===== src/rtl/lu_pkg.sv =====
// Shared types for the logic-slot issue path: operation record and select encodings.
package lu_pkg;

    localparam int LU_SEL_W = 3;
    localparam int LU_WIDTH = 32;
    localparam int LU_TAG_W = 5;

    typedef struct packed {
        logic [LU_WIDTH-1:0] a;
        logic [LU_WIDTH-1:0] b;
        logic [LU_SEL_W-1:0] s;
        logic [LU_TAG_W-1:0] tag;
    } lu_op_t;

    // Select encodings understood by the logic unit and produced by the decoder.
    typedef enum logic [LU_SEL_W-1:0] {
        LU_SEL_AND  = 3'd0,
        LU_SEL_OR   = 3'd1,
        LU_SEL_XOR  = 3'd2,
        LU_SEL_NAND = 3'd3,
        LU_SEL_NOR  = 3'd4,
        LU_SEL_XNOR = 3'd5,
        LU_SEL_ANDN = 3'd6,
        LU_SEL_PASA = 3'd7
    } lu_sel_e;

    function automatic int lu_op_bits(input int width, input int tag_w);
        return 2 * width + LU_SEL_W + tag_w;
    endfunction

endpackage


===== src/rtl/lu_fifo.sv =====
// Circular buffer holding decoded logic operations between decoder and output register.
module lu_fifo #(
    parameter int DW    = 72,
    parameter int DEPTH = 4
) (
    input  logic                       clk,
    input  logic                       rst,
    input  logic                       push_i,
    input  logic                       pop_i,
    input  logic                       flush_i,
    input  logic [DW-1:0]              wdata_i,
    output logic [DW-1:0]              rdata_o,
    output logic [$clog2(DEPTH):0]     count_o,
    output logic                       full_o,
    output logic                       empty_o
);
    localparam int PTR_W = $clog2(DEPTH);
    localparam int CNT_W = PTR_W + 1;

    logic [DW-1:0]    mem_q [DEPTH];
    logic [PTR_W-1:0] wr_ptr_q, rd_ptr_q;
    logic [CNT_W-1:0] count_q;

    assign full_o  = (count_q == CNT_W'(DEPTH));
    assign empty_o = (count_q == '0);
    assign count_o = count_q;
    assign rdata_o = mem_q[rd_ptr_q];

    always_ff @(posedge clk) begin
        if (push_i && !flush_i) begin
            mem_q[wr_ptr_q] <= wdata_i;
        end
    end

    // Pointers wrap naturally since DEPTH is a power of two.
    always_ff @(posedge clk or posedge rst) begin
        if (rst) begin
            wr_ptr_q <= '0;
            rd_ptr_q <= '0;
            count_q  <= '0;
        end else if (flush_i) begin
            wr_ptr_q <= '0;
            rd_ptr_q <= '0;
            count_q  <= '0;
        end else begin
            if (push_i) wr_ptr_q <= wr_ptr_q + PTR_W'(1);
            if (pop_i)  rd_ptr_q <= rd_ptr_q + PTR_W'(1);
            case ({push_i, pop_i})
                2'b10:   count_q <= count_q + CNT_W'(1);
                2'b01:   count_q <= count_q - CNT_W'(1);
                default: count_q <= count_q;
            endcase
        end
    end

endmodule


===== src/rtl/lu_issue_stage.sv =====
// Issue stage feeding the logic unit: FIFO plus registered output stage.
// Optional input-to-output bypass on an empty stage: LU_ISSUE_BYPASS_EN.
module lu_issue_stage
    import lu_pkg::*;
#(
    parameter int WIDTH = 32,
    parameter int DEPTH = 4,
    parameter int TAG_W = 5
) (
    input  logic                   clk,
    input  logic                   rst,
    input  logic                   in_valid,
    output logic                   in_ready,
    input  logic [WIDTH-1:0]       in_a,
    input  logic [WIDTH-1:0]       in_b,
    input  logic [LU_SEL_W-1:0]    in_s,
    input  logic [TAG_W-1:0]       in_tag,
    input  logic                   flush,
    output logic                   lu_valid,
    input  logic                   lu_ready,
    output logic [WIDTH-1:0]       lu_a,
    output logic [WIDTH-1:0]       lu_b,
    output logic [LU_SEL_W-1:0]    lu_s,
    output logic [TAG_W-1:0]       lu_tag,
    output logic [$clog2(DEPTH):0] count
);
    localparam int OP_W = lu_op_bits(WIDTH, TAG_W);

    logic [OP_W-1:0] in_op, fifo_rdata;
    logic [OP_W-1:0] lu_op_d, lu_op_q;
    logic            lu_valid_d, lu_valid_q;
    logic            fifo_full, fifo_empty;
    logic            load, bypass, push, pop;

    assign in_op    = {in_a, in_b, in_s, in_tag};
    assign in_ready = !fifo_full;
    assign load     = !lu_valid_q || lu_ready;

`ifdef LU_ISSUE_BYPASS_EN
    assign bypass = fifo_empty && load && in_valid && !flush;
`else
    assign bypass = 1'b0;
`endif

    assign push = in_valid && in_ready && !flush && !bypass;
    assign pop  = load && !fifo_empty && !flush;

    lu_fifo #(
        .DW    (OP_W),
        .DEPTH (DEPTH)
    ) u_fifo (
        .clk     (clk),
        .rst     (rst),
        .push_i  (push),
        .pop_i   (pop),
        .flush_i (flush),
        .wdata_i (in_op),
        .rdata_o (fifo_rdata),
        .count_o (count),
        .full_o  (fifo_full),
        .empty_o (fifo_empty)
    );

    // FIFO head has precedence over bypass so ordering is preserved.
    always_comb begin
        lu_valid_d = lu_valid_q;
        lu_op_d    = lu_op_q;
        if (flush) begin
            lu_valid_d = 1'b0;
        end else if (load) begin
            if (!fifo_empty) begin
                lu_valid_d = 1'b1;
                lu_op_d    = fifo_rdata;
            end else if (bypass) begin
                lu_valid_d = 1'b1;
                lu_op_d    = in_op;
            end else begin
                lu_valid_d = 1'b0;
            end
        end
    end

    always_ff @(posedge clk or posedge rst) begin
        if (rst) begin
            lu_valid_q <= 1'b0;
            lu_op_q    <= '0;
        end else begin
            lu_valid_q <= lu_valid_d;
            lu_op_q    <= lu_op_d;
        end
    end

    assign lu_valid = lu_valid_q;
    assign {lu_a, lu_b, lu_s, lu_tag} = lu_op_q;

endmodule


===== config.mk =====
export PLATFORM = sky130hd
export DESIGN_NAME = lu_issue_stage
export DESIGN_NICKNAME = d
export VERILOG_FILES = /design/src/rtl/lu_pkg.sv /design/src/rtl/lu_fifo.sv /design/src/rtl/lu_issue_stage.sv
export SDC_FILE = /design/constraint.sdc
export NUM_CORES = 1
export LEC_CHECK = 0
export ABC_AREA = 1
export BUFFER_PORTS_ARGS = -buffer_cell sky130_fd_sc_hd__buf_2
export CAP_MARGIN = 20
export CORE_UTILIZATION = 45
export CTS_BUF_LIST = sky130_fd_sc_hd__clkbuf_8
export CTS_CLUSTER_DIAMETER = 120
export DETAILED_ROUTE_END_ITERATION = 16
export PLACE_DENSITY = 0.63
export REMOVE_ABC_BUFFERS = 1
export SKIP_LAST_GASP = 1
export SLEW_MARGIN = 20
export SYNTH_ARGS = -nofsm -noshare
export SYNTH_HDL_FRONTEND = slang
export SYNTH_SLANG_ARGS = --single-unit

===== constraint.sdc =====
create_clock -name clk -period 5.4 [get_ports clk]
set_input_delay 0.27 -clock clk [delete_from_list [all_inputs] [get_ports clk]]
set_output_delay 0.27 -clock clk [all_outputs]
set_load 0.01 [all_outputs]

Yosys cells after proc, flatten, opt, wreduce, memory -nomap -nowiden. Memory sizes are Yosys's and may differ from the RTL's. A register that Yosys moved wholly into a read port is not among the register bits. Cells that the tools add are included.

Register bits: 8. Memories kept: 1. Input bits: 77. Memory bits (writable): 288.

Memory list: u_fifo.mem_q (words 4, bits a word 72, read ports 1, clocked after Yosys merged registers in 1, wr ports 1, RTL line lu_fifo.sv:20) `logic [DW-1:0] mem_q [DEPTH];`.

Equal/unequal tests: 3. Mux-type cells: 11. Bitwise operators: 2. $add $sub $neg: 4. Reductions and logical operators: 16.

Operator list (count): 2-bit 2-to-1 mux (4); 3-bit case mux with 2 select lines (1); 2-bit nonzero test (3); 1-bit logical AND (5); 1-bit 2-to-1 mux (5); 2-bit by 1-bit adder with 2-bit output (second input constant) (2); 1-bit logical NOT (4); 3-bit by 1-bit adder with 3-bit output (second input constant) (1); 3-bit equality test (second input constant) (1); 3-bit logical NOT (1); 3-bit 2-to-1 mux (1); 3-bit AND reduction (1); 3-bit nonzero test (1); 3-bit by 1-bit subtractor with 3-bit output (second input constant) (1); 2-bit by 1-bit equality test with 1-bit output (second input constant) (1); 2-bit equality test (second input constant) (1); 1-bit NOT (2); 1-bit logical OR (1).

Logic depth before layout (Yosys ltp). Gate-level depths: netlist of run 1.

Depth after elaboration: 7. Depth in mapped cells: 12. Mapped depth without buffers: 12.

Hierarchy. Synthesis of run 1 repeated with hierarchy kept, for this count alone.

Cells, all modules: 1079. Area total of the unflattened synthesis: 13994.7 µm².

By module, submodules not included: lu_fifo (cells each 758, area each 11108.2 µm², times used 1); lu_issue_stage (cells each 321, area each 2886.5 µm², times used 1).

Worst setup path before layout of run 1. Ideal clock, no wire load.

Path type: flip-flop to flip-flop. Start point: register u_fifo.count_q[0], in the netlist u_fifo.count_o[0]. End point: memory u_fifo.mem_q[0][0] (enable). Arrival: 3.991 ns. Period minus slack after synthesis: 4.493 ns. Setup slack: 0.907 ns. Library setup time: 0.502 ns. Cell stages (with the launch flop): 7. Cells stage by stage: dfrtp_1 > nor2_4 > nand2_2 > nand2_2 > nor2_1 > inv_1 > nor2_1.

Longest elaborated chain between the ends: 7.

Ends and longest elaborated chain: from (decl) (RTL line lu_fifo.sv:22) `logic [CNT_W-1:0] count_q;`; from (signal assigned) (RTL line lu_fifo.sv:49) `2'b10: count_q <= count_q + CNT_W'(1);`; from (signal assigned) (RTL line lu_fifo.sv:50) `2'b01: count_q <= count_q - CNT_W'(1);`; from (signal assigned) (RTL line lu_fifo.sv:51) `default: count_q <= count_q;`; 3-bit equality test (RTL line lu_fifo.sv:24) `assign full_o = (count_q == CNT_W'(DEPTH));`; 1-bit logical NOT (RTL line lu_issue_stage.sv:36) `assign in_ready = !fifo_full;`; via in_ready (RTL line lu_issue_stage.sv:13) `output logic in_ready,`; 1-bit logical AND (2 in a row) (RTL line lu_issue_stage.sv:45) `assign push = in_valid && in_ready && !flush && !bypass;`; 1-bit logical AND (RTL line lu_fifo.sv:30) `if (push_i && !flush_i) begin`; 1-bit 2-to-1 mux (RTL line lu_fifo.sv:30); 1-bit 2-to-1 mux (not written as such) (RTL line lu_fifo.sv:31) `mem_q[wr_ptr_q] <= wdata_i;`; to (decl) (RTL line lu_fifo.sv:20).

The timed path passes the listed nets, and every way through them passes these cells.

Worst setup path after layout of run 1.
Start point: register u_fifo.count_q[0], in the netlist u_fifo.count_o[0]. End point: register u_fifo.count_q[2], in the netlist u_fifo.count_o[2].

Longest elaborated chain between the ends: 7.

Ends and longest elaborated chain: 3-bit equality test or 3-bit logical NOT (tied branches) (RTL line lu_fifo.sv:24, lu_fifo.sv:25); 1-bit logical NOT, on equally long branches; 1-bit logical AND, on equally long branches (2 in a row) (RTL line lu_issue_stage.sv:45, lu_issue_stage.sv:46); 2-bit by 1-bit equality test with 1-bit output or 2-bit equality test (tied branches) (RTL line lu_fifo.sv:48) `case ({push_i, pop_i})`; 3-bit case mux with 2 select lines (RTL line lu_fifo.sv:48); 3-bit 2-to-1 mux (RTL line lu_fifo.sv:41) `end else if (flush_i) begin`.

Several ways; a longest one is shown, not always the timed one. A chain may end at the register's enable or synchronous reset.

==> qor.yml, run 1 <==
status:
  status: "finished clean"
placement:
  gp_congestion: 0.739
  dpl_worst_slack_ns: 2.46
  port_buffers: 153
  hpwl_mm: 15.1
route:
  drt-initial-drc-count: 567
  vias: 8818
  ant_nets: 0
  drt_pass1_iterations: 5
  routed_wl_mm: 29.4
  viasPerCell: 5.05
  wl_per_cell_um: 16.9
  route.detailed.drc: 0
die:
  num_rows: 64
  ioPinCount: 154
  die_h_um: 178
  initial_core_util: 0.457
  dieArea_mm2: 0.0317
  core_mm2: 0.0305
  die_w_um: 178
final_layout:
  final_common_cell: "edfxtp_1"
  drive_above_1_share: 0.191
  syn2layout_area_growth_pct: 20.0
  seqCellArea_mm2: 0.0107
  nets: 1385
  final_util: 0.548
  final_cell_mix: "edfxtp_1, nand2_1, buf_2"
  multi_input_area_mm2: 0.00283
  fillers: 2565
synth:
  synth_compound_area_frac: 0.0873
  synth-seq-cells: 368
  synth.area.mux_share: 0
  seq_area_frac_synth: 0.764
  yosys.cell_types.count: 25
  synth_xor_area_frac: 0.000628
  synthAdderAreaFrac: 0.00503
  synth-simple-area-share: 0.108
  syn_avg_cell_area_um2: 13.0
  ys_warn_count: 0
  synth_top_family_by_area: "simple AND/OR/NAND/NOR gates"
  netlist_instances: 1069
  syn_area_mm2: 0.0139
critical_path:
  critPathArrivalTime_ns: 3.37
  crit_fanout: 75
  cp.required_ns: 5.90
  worstSetupPathType: "reg -> reg"
  cp-end-kind: "register"
  crit_path_start_kind: "register"
clocking:
  path_clk_slew_ns: 0.06
  cts_made_buffers: 57
  clockBufferDepth: 3
  hold_buffers: 74
  htreeDepth: 2
  root_buffer: "clkbuf_8"
  cts_tree: "done"
  ctsResizeCount: 0
  clock_sinks: 368
  cts_setup_buffers: 0
  clk_latency_ns: 0.57
sta:
  finalCriticalPeriod_ns: 2.87
  maxSlewViolCount: 0
  rsz0062_at_grt: "false"
  setup_violations: 0
  slew-limit-headroom: 0.283
  fin_ws_ns: 2.53
  hold_viol: 0
  clock.fmax_mhz: 349
  fin_tns_setup_ns: 0
  period_share: 0.531
  fin_skew_ns: 0.0107
  worst_pin_slew_ns: 1.08
global_route:
  grt_max_degree: 146
  antenna_found_initial: 2
  grt_use_total: 0.190
  grt_pass1_wl_mm: 46.3
  grt_pass1_vias: 8551
  overflow: 0
power_and_ir_drop:
  p_comb_frac: 0.262
  finalPower_w: 0.00796
  peakVddDrop_mv: 0.252
  p_leak_nw: 6.65
  p_sw_w: 0.00262
  p_clk_frac: 0.271
  p_sw_frac: 0.330
  p_seq_frac: 0.466
  power.density_mw_per_mm2: 476
  power.internal_w: 0.00533
hold_path:
  hold_class: "in -> reg"
run:
  cap_violations: 0
[cell families after synthesis]
family / count (synthesis)
AND/OR/NAND/NOR: 391
adder cells (fa/ha/maj): 5
flip-flops: 368
XOR/XNOR: 1
buffers and inverters: 79
AO/OA/AOI/OAI: 225
[flip-flops by register name (all words and copies together) (netlist names)]
register,flops
u_fifo.wr_ptr_q,2
u_fifo.rd_ptr_q,2
lu_op_q,72
u_fifo.mem_q,288
u_fifo.count_o,3
lu_valid,1
[layout make-up]
class                   count  area share
clock buffers              65      0.0535
inverters                  17     0.00441
flip-flops and latches    368       0.637
diodes                      2    0.000299
well taps                 396      0.0296
multi-input cells         622       0.169
clock inverters            40      0.0113
repair buffers            237      0.0948
[through the flow]
stage          area, um^2  cells  hold slack (ns)
6_report            16700   1747            0.124
5_1_grt             16700   1747            0.113
4_1_cts             16700   1745           0.0833
3_5_place_dp        14900   1566            0.356
3_3_place_gp        14900   1566            0.348
2_1_floorplan       13500   1007            0.369
[synthesized netlist by cell type, drive strengths merged]
| library cell | n | area share |
|---|---|---|
| o22ai | 72 | 0.032 |
| edfxtp | 288 | 0.62 |
| nand2 | 237 | 0.064 |
| inv | 17 | 0.0051 |
| nand3 | 4 | 0.0027 |
| nor2 | 150 | 0.041 |
| fa | 1 | 0.0014 |
| dfrtp | 80 | 0.14 |
| a21oi | 4 | 0.0014 |
| o21ai | 149 | 0.054 |
| xnor2 | 1 | 0.00063 |
| buf | 46 | 0.025 |
| clkbuf | 16 | 0.0048 |
| ha | 4 | 0.0036 |
[worst paths after layout]
path | startpoint | to | slack [ns] | cells after the start
hold / removal | in_valid | u_fifo.wr_ptr_q[0]$_DFFE_PP0P_ | 0.12 | 4
min in group asynchronous | rst | lu_op_q[35]$_DFFE_PP0P_ | 0.30 | 3
hold reg to reg | lu_op_q[28]$_DFFE_PP0P_ | lu_op_q[28]$_DFFE_PP0P_ | 0.47 | 2
setup / recovery | u_fifo.count_o[0]$_DFFE_PP0P_ | u_fifo.count_o[2]$_DFFE_PP0P_ | 2.53 | 8
setup reg to reg | u_fifo.count_o[0]$_DFFE_PP0P_ | u_fifo.count_o[2]$_DFFE_PP0P_ | 2.53 | 8
max in group asynchronous | rst | u_fifo.rd_ptr_q[1]$_DFFE_PP0P_ | 4.04 | 4
[metal layers]
layer | vias up | wire length [um] | track usage
li1 | 4262 | - | -
met1 | 4262 | 13300 | 0.265
met2 | 257 | 13800 | 0.302
met3 | 37 | 1870 | 0.0394
met4 | 0 | 511 | 0.0556
met5 | - | 0 | 0
[power groups by stage]
stage / logic, W / registers (W) / clock network (W)
detailed placement: 0.00207 / 0.00377 / 0
finish: 0.00209 / 0.00371 / 0.00216
floorplan: 0.00107 / 0.00393 / 0
CTS: 0.00213 / 0.00372 / 0.00221
global route: 0.00236 / 0.00376 / 0.00235
global placement: 0.00204 / 0.00376 / 0
[worst max-delay path, cell delays in order (launching register included)]
cell and delay [ns]:
dfrtp_1 0.47, nor2_4 0.08, nand2_2 0.10, nand3_4 0.73
inv_4 1.04, nand3_1 0.14, nand2_1 0.11, nand2_1 0.05
nand2_1 0.06
Power figures use the tool's default switching activity.
==> inputs of run 2 (changes only) <==
--- a/config.mk
+++ b/config.mk
@@ -5,14 +5,14 @@
 export SDC_FILE = /design/constraint.sdc
 export NUM_CORES = 1
 export LEC_CHECK = 0
-export ABC_AREA = 1
+export ABC_AREA = 0
 export BUFFER_PORTS_ARGS = -buffer_cell sky130_fd_sc_hd__buf_2
 export CAP_MARGIN = 20
 export CORE_UTILIZATION = 45
 export CTS_BUF_LIST = sky130_fd_sc_hd__clkbuf_8
 export CTS_CLUSTER_DIAMETER = 120
 export DETAILED_ROUTE_END_ITERATION = 16
-export PLACE_DENSITY = 0.63
+export PLACE_DENSITY = 0.65
 export REMOVE_ABC_BUFFERS = 1
 export SKIP_LAST_GASP = 1
 export SLEW_MARGIN = 20
==> constraint.sdc (replaced) <==
create_clock -name clk -period 2.35 [get_ports clk]
set_input_delay 0.1175 -clock clk [delete_from_list [all_inputs] [get_ports clk]]
set_output_delay 0.1175 -clock clk [all_outputs]
set_load 0.01 [all_outputs]
==> run 2 against run 1 <==
Effect of this change: sequential cell count is the same; synthesized area grew 0.29%; worst hold slack lost 0.071 ns; first-iteration DRC count shrank 50%; via count shrank 23%; register-to-register slack lost 2.4 ns; largest cell class unchanged; highest routed layer unchanged.
==> qor.yml, run 2 <==
hold_path:
  whs_path_depth: 3  # was 4
  hold_class: "in -> reg"  # unchanged
clocking:
  cts_made_buffers: 59  # was 57
  clockBufferDepth: 3  # unchanged
  htreeDepth: 2  # unchanged
  path_clk_slew_ns: 0.07  # was 0.06 ns
  cts_tree: "done"  # unchanged
  cts_setup_buffers: 0  # unchanged
  ctsResizeCount: 0  # unchanged
  hold_buffers: 76  # was 74
  clk_latency_ns: 0.59  # was 0.57 ns
  clock_sinks: 368  # unchanged
  root_buffer: "clkbuf_8"  # unchanged
critical_path:
  crit_path_start_kind: "register"  # unchanged
  slowest_delay_ns: 0.51  # was 1.04 ns
  crit_fanout: 2  # was 75
  worstSetupPathType: "reg -> reg"  # unchanged
  critPathArrivalTime_ns: 2.66  # was 3.37 ns
  path_cells: "or3_4 > nand2_4 > nor2_8 > and2_1 > fa_1 > inv_1 > a2111o_1 > o221ai_1"  # was nor2_4 > nand2_2 > nand3_4 > inv_4 > nand3_1 > nand2_1 > nand2_1 > nand2_1
  worst-r2r-cell-count: 8  # unchanged
  cp.required_ns: 2.84  # was 5.90 ns
  r2r-end: "u_fifo.count_o[1]$_DFFE_PP0P_"  # was u_fifo.count_o[2]$_DFFE_PP0P_
  cp-startpoint: "u_fifo.count_o[1]$_DFFE_PP0P_"  # was u_fifo.count_o[0]$_DFFE_PP0P_
  r2r_setup_slack_ns: 0.18  # was 2.53 ns
  cp.depth: 8  # unchanged
  r2r-start: "u_fifo.count_o[1]$_DFFE_PP0P_"  # was u_fifo.count_o[0]$_DFFE_PP0P_
  crit_path_top_delay_cell: "fa_1"  # was inv_4
  crit_family: "simple AND/OR/NAND/NOR gates"  # unchanged
  cp-end-kind: "register"  # unchanged
  setup.worst_path.end: "u_fifo.count_o[1]$_DFFE_PP0P_"  # was u_fifo.count_o[2]$_DFFE_PP0P_
  cp.buffers_inverters: 1  # unchanged
route:
  ant_nets: 0  # unchanged
  wl_per_cell_um: 20.6  # was 16.9 um
  drt_pass1_iterations: 4  # was 5
  vias: 6779  # was 8818
  drt-initial-drc-count: 283  # was 567
  routed_wl_mm: 27.4  # was 29.4 mm
  route.detailed.drc: 0  # unchanged
  viasPerCell: 5.10  # was 5.05
run:
  cap_violations: 0  # unchanged
placement:
  dpl_worst_slack_ns: 0.204  # was 2.46 ns
  hpwl_mm: 16.5  # was 15.1 mm
  port_buffers: 153  # unchanged
  gp_congestion: 0.776  # was 0.739
  dp_cells: 1143  # was 1566
sta:
  worst_pin_slew_ns: 0.641  # was 1.08 ns
  maxSlewViolCount: 0  # unchanged
  finalCriticalPeriod_ns: 2.17  # was 2.87 ns
  fin_skew_ns: 0.0212  # was 0.0107 ns
  slew-limit-headroom: 0.573  # was 0.283
  fin_ws_ns: 0.177  # was 2.53 ns
  hold_viol: 0  # unchanged
  rsz0062_at_grt: "false"  # unchanged
  setup_violations: 0  # unchanged
  hold_ws_ns: 0.0531  # was 0.124 ns
  clock.fmax_mhz: 460  # was 349 MHz
  period_share: 0.925  # was 0.531
  fin_tns_setup_ns: 0  # unchanged
synth:
  yosysMostFrequentCell: "edfxtp_1"  # unchanged
  netlist_top_cells_count: "edfxtp_1, dfrtp_1, mux4_2, mux2_4, buf_2"  # was edfxtp_1, nand2_1, nor2_1, o21ai_0, dfrtp_1
  syn_area_mm2: 0.0140  # was 0.0139 mm^2
  seq_area_frac_synth: 0.762  # was 0.764
  yosys.area.top_type: "edfxtp_1"  # unchanged
  synth_edf_count: 288  # unchanged
  syn_avg_cell_area_um2: 23.5  # was 13.0 um^2
  netlist_instances: 595  # was 1069
  ys_warn_count: 0  # unchanged
  synth-seq-cells: 368  # unchanged
  synthTopCellsByArea: "edfxtp_1, dfrtp_1, mux4_2"  # was edfxtp_1, dfrtp_1, nand2_1
  ys.flop_type: "edfxtp_1"  # unchanged
  synthArstFlopShare: 0.217  # unchanged
  yosys.cell_types.count: 36  # was 25
  synth_top_area_share: 0.619  # was 0.621
power_and_ir_drop:
  p_leak_nw: 6.42  # was 6.65 nW
  power.internal_w: 0.0139  # was 0.00533 W
  p_comb_frac: 0.282  # was 0.262
  power.density_mw_per_mm2: 1100  # was 476 mW/mm^2
  p_sw_frac: 0.276  # was 0.330
  p_clk_frac: 0.270  # was 0.271
  p_seq_frac: 0.447  # was 0.466
  finalPower_w: 0.0192  # was 0.00796 W
  p_sw_w: 0.00529  # was 0.00262 W
  peakVddDrop_mv: 0.490  # was 0.252 mV
global_route:
  antenna_found_initial: 0  # was 2
  grt_pass1_wl_mm: 42.4  # was 46.3 mm
  grt_pass1_vias: 7516  # was 8551
  grt_use_total: 0.179  # was 0.190
  grt_max_degree: 73  # was 146
  overflow: 0  # unchanged
die:
  core_mm2: 0.0306  # was 0.0305 mm^2
  die_w_um: 178  # about the same
  initial_core_util: 0.457  # about the same
  num_rows: 64  # unchanged
  ioPinCount: 154  # unchanged
  dieArea_mm2: 0.0318  # was 0.0317 mm^2
  die_h_um: 178  # about the same
final_layout:
  syn2layout_area_growth_pct: 24.3  # was 20.0%
  layoutNonFillerInstCount: 1330  # was 1747
  largest_register: "u_fifo.mem_q"  # unchanged
  largest_reg_flops: 288  # unchanged
  antennaDiodeCount: 0  # was 2
  drive_above_1_share: 0.443  # was 0.191
  final_cell_mix: "edfxtp_1, buf_2, dfrtp_1"  # was edfxtp_1, nand2_1, buf_2
  final_common_cell: "edfxtp_1"  # unchanged
  nets: 966  # was 1385
status:
  status: "finished clean"  # unchanged
==> run 2: changes by cell type in the layout (fill, tap and decap cells not counted), sizes merged, moves of 3 or more <==
cell / change
o22ai: -72
clkbuf: +3
and2: +5
mux4: +72
mux2: +72
nor3: +3
clkinv: +9
o21ai: -148
nor2: -142
nand2b: +3
buf: +16
nand2: -233
inv: -20
==> run 2: metrics by stage <==
stage / cell area [um^2] / util
global route: 17400 / 0.568
CTS: 17400 / 0.568
detailed placement: 15500 / 0.505
finish: 17400 / 0.568
global placement: 15500 / 0.505
floorplan: 13700 / -
==> run 2: final cells by class <==
cell class / count / area (um^2)
Fill cell: 2324 / 13200
Sequential cell: 368 / 10700
Multi-Input combinational cell: 196 / 3080
Timing Repair Buffer: 255 / 1970
Clock buffer: 68 / 936
Tap cell: 396 / 495
Clock inverter: 43 / 220
Inverter: 4 / 17.5
==> run 2: logic make-up (layout without fill, tap and decap cells) <==
family / count (synthesis) / after routing / synth area share
buffers and inverters: 31 / 370 / 0.0184
DFF: 368 / 368 / 0.762
xor gates and xnor gates: 4 / 4 / 0.00251
and+or+nand+nor: 31 / 31 / 0.0135
muxes: 144 / 144 / 0.193
AOI/OAI and AO/OA: 12 / 12 / 0.00600
adders and majority gates: 5 / 5 / 0.00501
==> run 2: worst min path at each step <==
stage | start | end | slack (ns)
floorplan | flush | lu_valid$_DFFE_PP0P_ | 0.18
global placement | rst | lu_op_q[19]$_DFFE_PP0P_ | 0.24
detailed placement | rst | lu_op_q[19]$_DFFE_PP0P_ | 0.25
CTS | lu_ready | lu_valid$_DFFE_PP0P_ | 0.0001
global route | lu_ready | lu_valid$_DFFE_PP0P_ | 0.05
finish | lu_ready | lu_valid$_DFFE_PP0P_ | 0.05
==> run 2: worst reg2reg max path, delay by kind of cell, from the launching register on <==
family,cells,cell delay [ns]
and+or+nand+nor,4,0.71
adders and majority gates,1,0.51
AOI/OAI and AO/OA,2,0.41
DFF,1,0.39
buffers and inverters,1,0.06
==> run 2: power by group through the flow <==
stage | Combinational [W] | Clock, W | Sequential, W
2_1_floorplan | 0.00300 | 0 | 0.00920
3_3_place_gp | 0.00531 | 0 | 0.00868
3_5_place_dp | 0.00540 | 0 | 0.00873
4_1_cts | 0.00553 | 0.00533 | 0.00861
5_1_grt | 0.00584 | 0.00561 | 0.00870
6_report | 0.00542 | 0.00519 | 0.00859
==> run 2: per-layer routing <==
layer / global-route usage / vias up / share of wire
li1: - / 3012 / -
met1: 0.225 / 3508 / 0.42
met2: 0.309 / 207 / 0.51
met3: 0.0388 / 52 / 0.050
met4: 0.0583 / 0 / 0.021
met5: 0 / - / 0
==> inputs of run 3 (changes only) <==
--- a/config.mk
+++ b/config.mk
@@ -18,4 +18,5 @@
 export SLEW_MARGIN = 20
 export SYNTH_ARGS = -nofsm -noshare
 export SYNTH_HDL_FRONTEND = slang
+export SYNTH_HIERARCHICAL = 1
 export SYNTH_SLANG_ARGS = --single-unit
==> run 3 against run 2 <==
Effect of this change: worst hold slack better by 0.012 ns; non-clock buffer count is 10 lower; critical path depth unchanged; first-iteration DRC count up 43%; die area decreased by 0.29%; register-to-register slack hardly changed; design area down 0.77%; critical endpoint is now u_fifo/count_o[2]$_DFFE_PP0P_; largest cell class unchanged.
==> qor.yml, run 3 <==
status:
  status: "finished clean"  # unchanged
route:
  drt-initial-drc-count: 404  # was 283
  route.detailed.drc: 0  # unchanged
  vias: 6568  # was 6779
  viasPerCell: 5.04  # was 5.10
  ant_nets: 0  # unchanged
  drt_pass1_iterations: 6  # was 4
  wl_per_cell_um: 20.2  # was 20.6 um
  routed_wl_mm: 26.3  # was 27.4 mm
placement:
  hpwl_mm: 15.4  # was 16.5 mm
  port_buffers: 153  # unchanged
  gp_congestion: 0.718  # was 0.776
synth:
  synth_edf_count: 288  # unchanged
  synthArstFlopShare: 0.217  # unchanged
  synth-seq-cells: 368  # unchanged
  ys_warn_count: 6  # was 0
  syn_area_mm2: 0.0139  # was 0.0140 mm^2
  seq_area_frac_synth: 0.764  # was 0.762
  yosys.area.top_type: "edfxtp_1"  # unchanged
  synthTopCellsByArea: "edfxtp_1, dfrtp_1, mux4_2"  # unchanged
  netlist_top_cells_count: "edfxtp_1, dfrtp_1, mux4_2, mux2_4, buf_2"  # unchanged
  syn_avg_cell_area_um2: 24.0  # was 23.5 um^2
  yosysMostFrequentCell: "edfxtp_1"  # unchanged
  synth_top_area_share: 0.621  # was 0.619
  yosys.cell_types.count: 27  # was 36
  ys.flop_type: "edfxtp_1"  # unchanged
  netlist_instances: 581  # was 595
sta:
  setup_violations: 0  # unchanged
  hold_viol: 0  # unchanged
  slew-limit-headroom: 0.591  # was 0.573
  fin_tns_setup_ns: 0  # unchanged
  finalCriticalPeriod_ns: 2.18  # was 2.17 ns
  clock.fmax_mhz: 458  # was 460 MHz
  hold_ws_ns: 0.0647  # was 0.0531 ns
  fin_skew_ns: 0.0159  # was 0.0212 ns
  period_share: 0.929  # was 0.925
  rsz0062_at_grt: "false"  # unchanged
  worst_pin_slew_ns: 0.613  # was 0.641 ns
  maxSlewViolCount: 0  # unchanged
critical_path:
  worst-r2r-cell-count: 8  # unchanged
  r2r_setup_slack_ns: 0.17  # was 0.18 ns
  worstSetupPathType: "reg -> reg"  # unchanged
  r2r-end: "u_fifo/count_o[2]$_DFFE_PP0P_"  # was u_fifo.count_o[1]$_DFFE_PP0P_
  path_cells: "nor3_2 > or3_4 > inv_1 > nor2b_1 > fa_1 > and3b_1 > o21ai_0 > nor3b_1"  # was or3_4 > nand2_4 > nor2_8 > and2_1 > fa_1 > inv_1 > a2111o_1 > o221ai_1
  slowest_delay_ns: 0.45  # was 0.51 ns
  setup.worst_path.end: "u_fifo/count_o[2]$_DFFE_PP0P_"  # was u_fifo.count_o[1]$_DFFE_PP0P_
  r2r-start: "u_fifo/count_o[1]$_DFFE_PP0P_"  # was u_fifo.count_o[1]$_DFFE_PP0P_
  critPathArrivalTime_ns: 2.66  # about the same
  crit_path_start_kind: "register"  # unchanged
  crit_path_top_delay_cell: "dfrtp_1"  # was fa_1
  cp.required_ns: 2.83  # was 2.84 ns
  crit_fanout: 6  # was 2
  cp-startpoint: "u_fifo/count_o[1]$_DFFE_PP0P_"  # was u_fifo.count_o[1]$_DFFE_PP0P_
  cp-end-kind: "register"  # unchanged
power_and_ir_drop:
  p_leak_nw: 6.49  # was 6.42 nW
  power.density_mw_per_mm2: 1100  # about the same
  peakVddDrop_mv: 1.24  # was 0.490 mV
clocking:
  cts_made_buffers: 57  # was 59
  cts_tree: "done"  # unchanged
  path_clk_slew_ns: 0.06  # was 0.07 ns
  root_buffer: "clkbuf_8"  # unchanged
  clock_sinks: 368  # unchanged
  cts_setup_buffers: 0  # unchanged
  htreeDepth: 2  # unchanged
  clk_latency_ns: 0.56  # was 0.59 ns
  clockBufferDepth: 3  # unchanged
final_layout:
  final_common_cell: "edfxtp_1"  # unchanged
  syn2layout_area_growth_pct: 23.7  # was 24.3%
  largest_reg_flops: 288  # unchanged
  final_cell_mix: "edfxtp_1, buf_2, dfrtp_1"  # unchanged
  drive_above_1_share: 0.452  # was 0.443
  largest_register: "u_fifo/mem_q"  # was u_fifo.mem_q
  nets: 941  # was 966
global_route:
  antenna_found_initial: 1  # was 0
  overflow: 0  # unchanged
  grt_max_degree: 73  # unchanged
  grt_pass1_vias: 7128  # was 7516
  grt_pass1_wl_mm: 40.5  # was 42.4 mm
  grt_use_total: 0.172  # was 0.179
die:
  core_mm2: 0.0305  # was 0.0306 mm^2
  dieArea_mm2: 0.0317  # was 0.0318 mm^2
  die_h_um: 178  # about the same
  num_rows: 64  # unchanged
  die_w_um: 178  # about the same
  initial_core_util: 0.457  # about the same
  ioPinCount: 154  # unchanged
hold_path:
  hold_class: "in -> async"  # was in -> reg
run:
  cap_violations: 0  # unchanged
run 3: changes by cell type after synthesis, sizes merged, moves of 3 or more:
cell    delta
a21oi      -3
nand2      -3
nand2b     -3
clkbuf     -6
buf        +5
nand3      -4
nor3b      +4
run 3: logic make-up after synthesis:
family / count (synthesis) / synth area share
AO/OA/AOI/OAI: 1 / 0.000359
XOR/XNOR: 5 / 0.00314
adder cells (fa/ha/maj): 5 / 0.00503
buffers and inverters: 32 / 0.0222
flip-flops: 368 / 0.764
multiplexers: 146 / 0.195
AND/OR/NAND/NOR: 24 / 0.0104
run 3: cell type report:
class	instances	area (um^2)
Antenna cell	1	2.50
Clock buffer	71	977
Clock inverter	36	254
Fill cell	2272	13300
Inverter	6	25.0
Multi-Input combinational cell	181	3000
Sequential cell	368	10700
Tap cell	396	495
Timing Repair Buffer	245	1830
run 3: worst min-delay path by stage:
stage | depth (start not counted) | to | startpoint | slack [ns]
6_report | 3 | u_fifo/count_o[2]$_DFFE_PP0P_ | rst | 0.06
5_1_grt | 3 | u_fifo/count_o[1]$_DFFE_PP0P_ | rst | 0.05
4_1_cts | 3 | u_fifo/count_o[2]$_DFFE_PP0P_ | rst | 0.04
3_5_place_dp | 2 | u_fifo/count_o[1]$_DFFE_PP0P_ | rst | 0.11
3_3_place_gp | 2 | u_fifo/count_o[0]$_DFFE_PP0P_ | rst | 0.09
2_1_floorplan | 1 | u_fifo/count_o[0]$_DFFE_PP0P_ | rst | -0.08
run 3: metrics by stage:
step / instance area (um^2) / util / total power, W / instances / setup WS, ns
after floorplan: 13600 / - / 0.0120 / 555 / -2.54
after detailed placement: 15200 / 0.500 / 0.0135 / 1121 / 0.140
after CTS: 17200 / 0.565 / 0.0192 / 1303 / 0.129
final: 17200 / 0.565 / 0.0190 / 1304 / 0.168
after global placement: 15200 / 0.500 / 0.0134 / 1121 / 0.262
after global routing: 17200 / 0.565 / 0.0199 / 1303 / 0.0308
run 3: power by group:
part	internal [W]	total, W	switching [W]
Sequential	0.00787	0.00850	0.000621
Combinational	0.00297	0.00493	0.00197
Clock	0.00316	0.00553	0.00237
run 3: per-layer routing:
| layer | GRT usage | routed length, um | up-vias |
|---|---|---|---|
| met5 | 0 | 0 | - |
| met4 | 0.0420 | 350 | 0 |
| met3 | 0.0373 | 1630 | 30 |
| met2 | 0.272 | 12500 | 221 |
| met1 | 0.245 | 11800 | 3389 |
| li1 | - | - | 2928 |
run 3: critical path: cells and delay by family, from the launching register on:
kind	cells	cell delay, ns
flops	1	0.45
fa+ha+maj	1	0.40
buf+inv	1	0.10
compound gates	1	0.19
simple gates	5	0.96
run 3: timing repair:
item	in CTS	in global routing
setup endpoints to repair	0	1
resized for setup	0	2
endpoints found under the hold margin	338	0
hold buffers	75	0
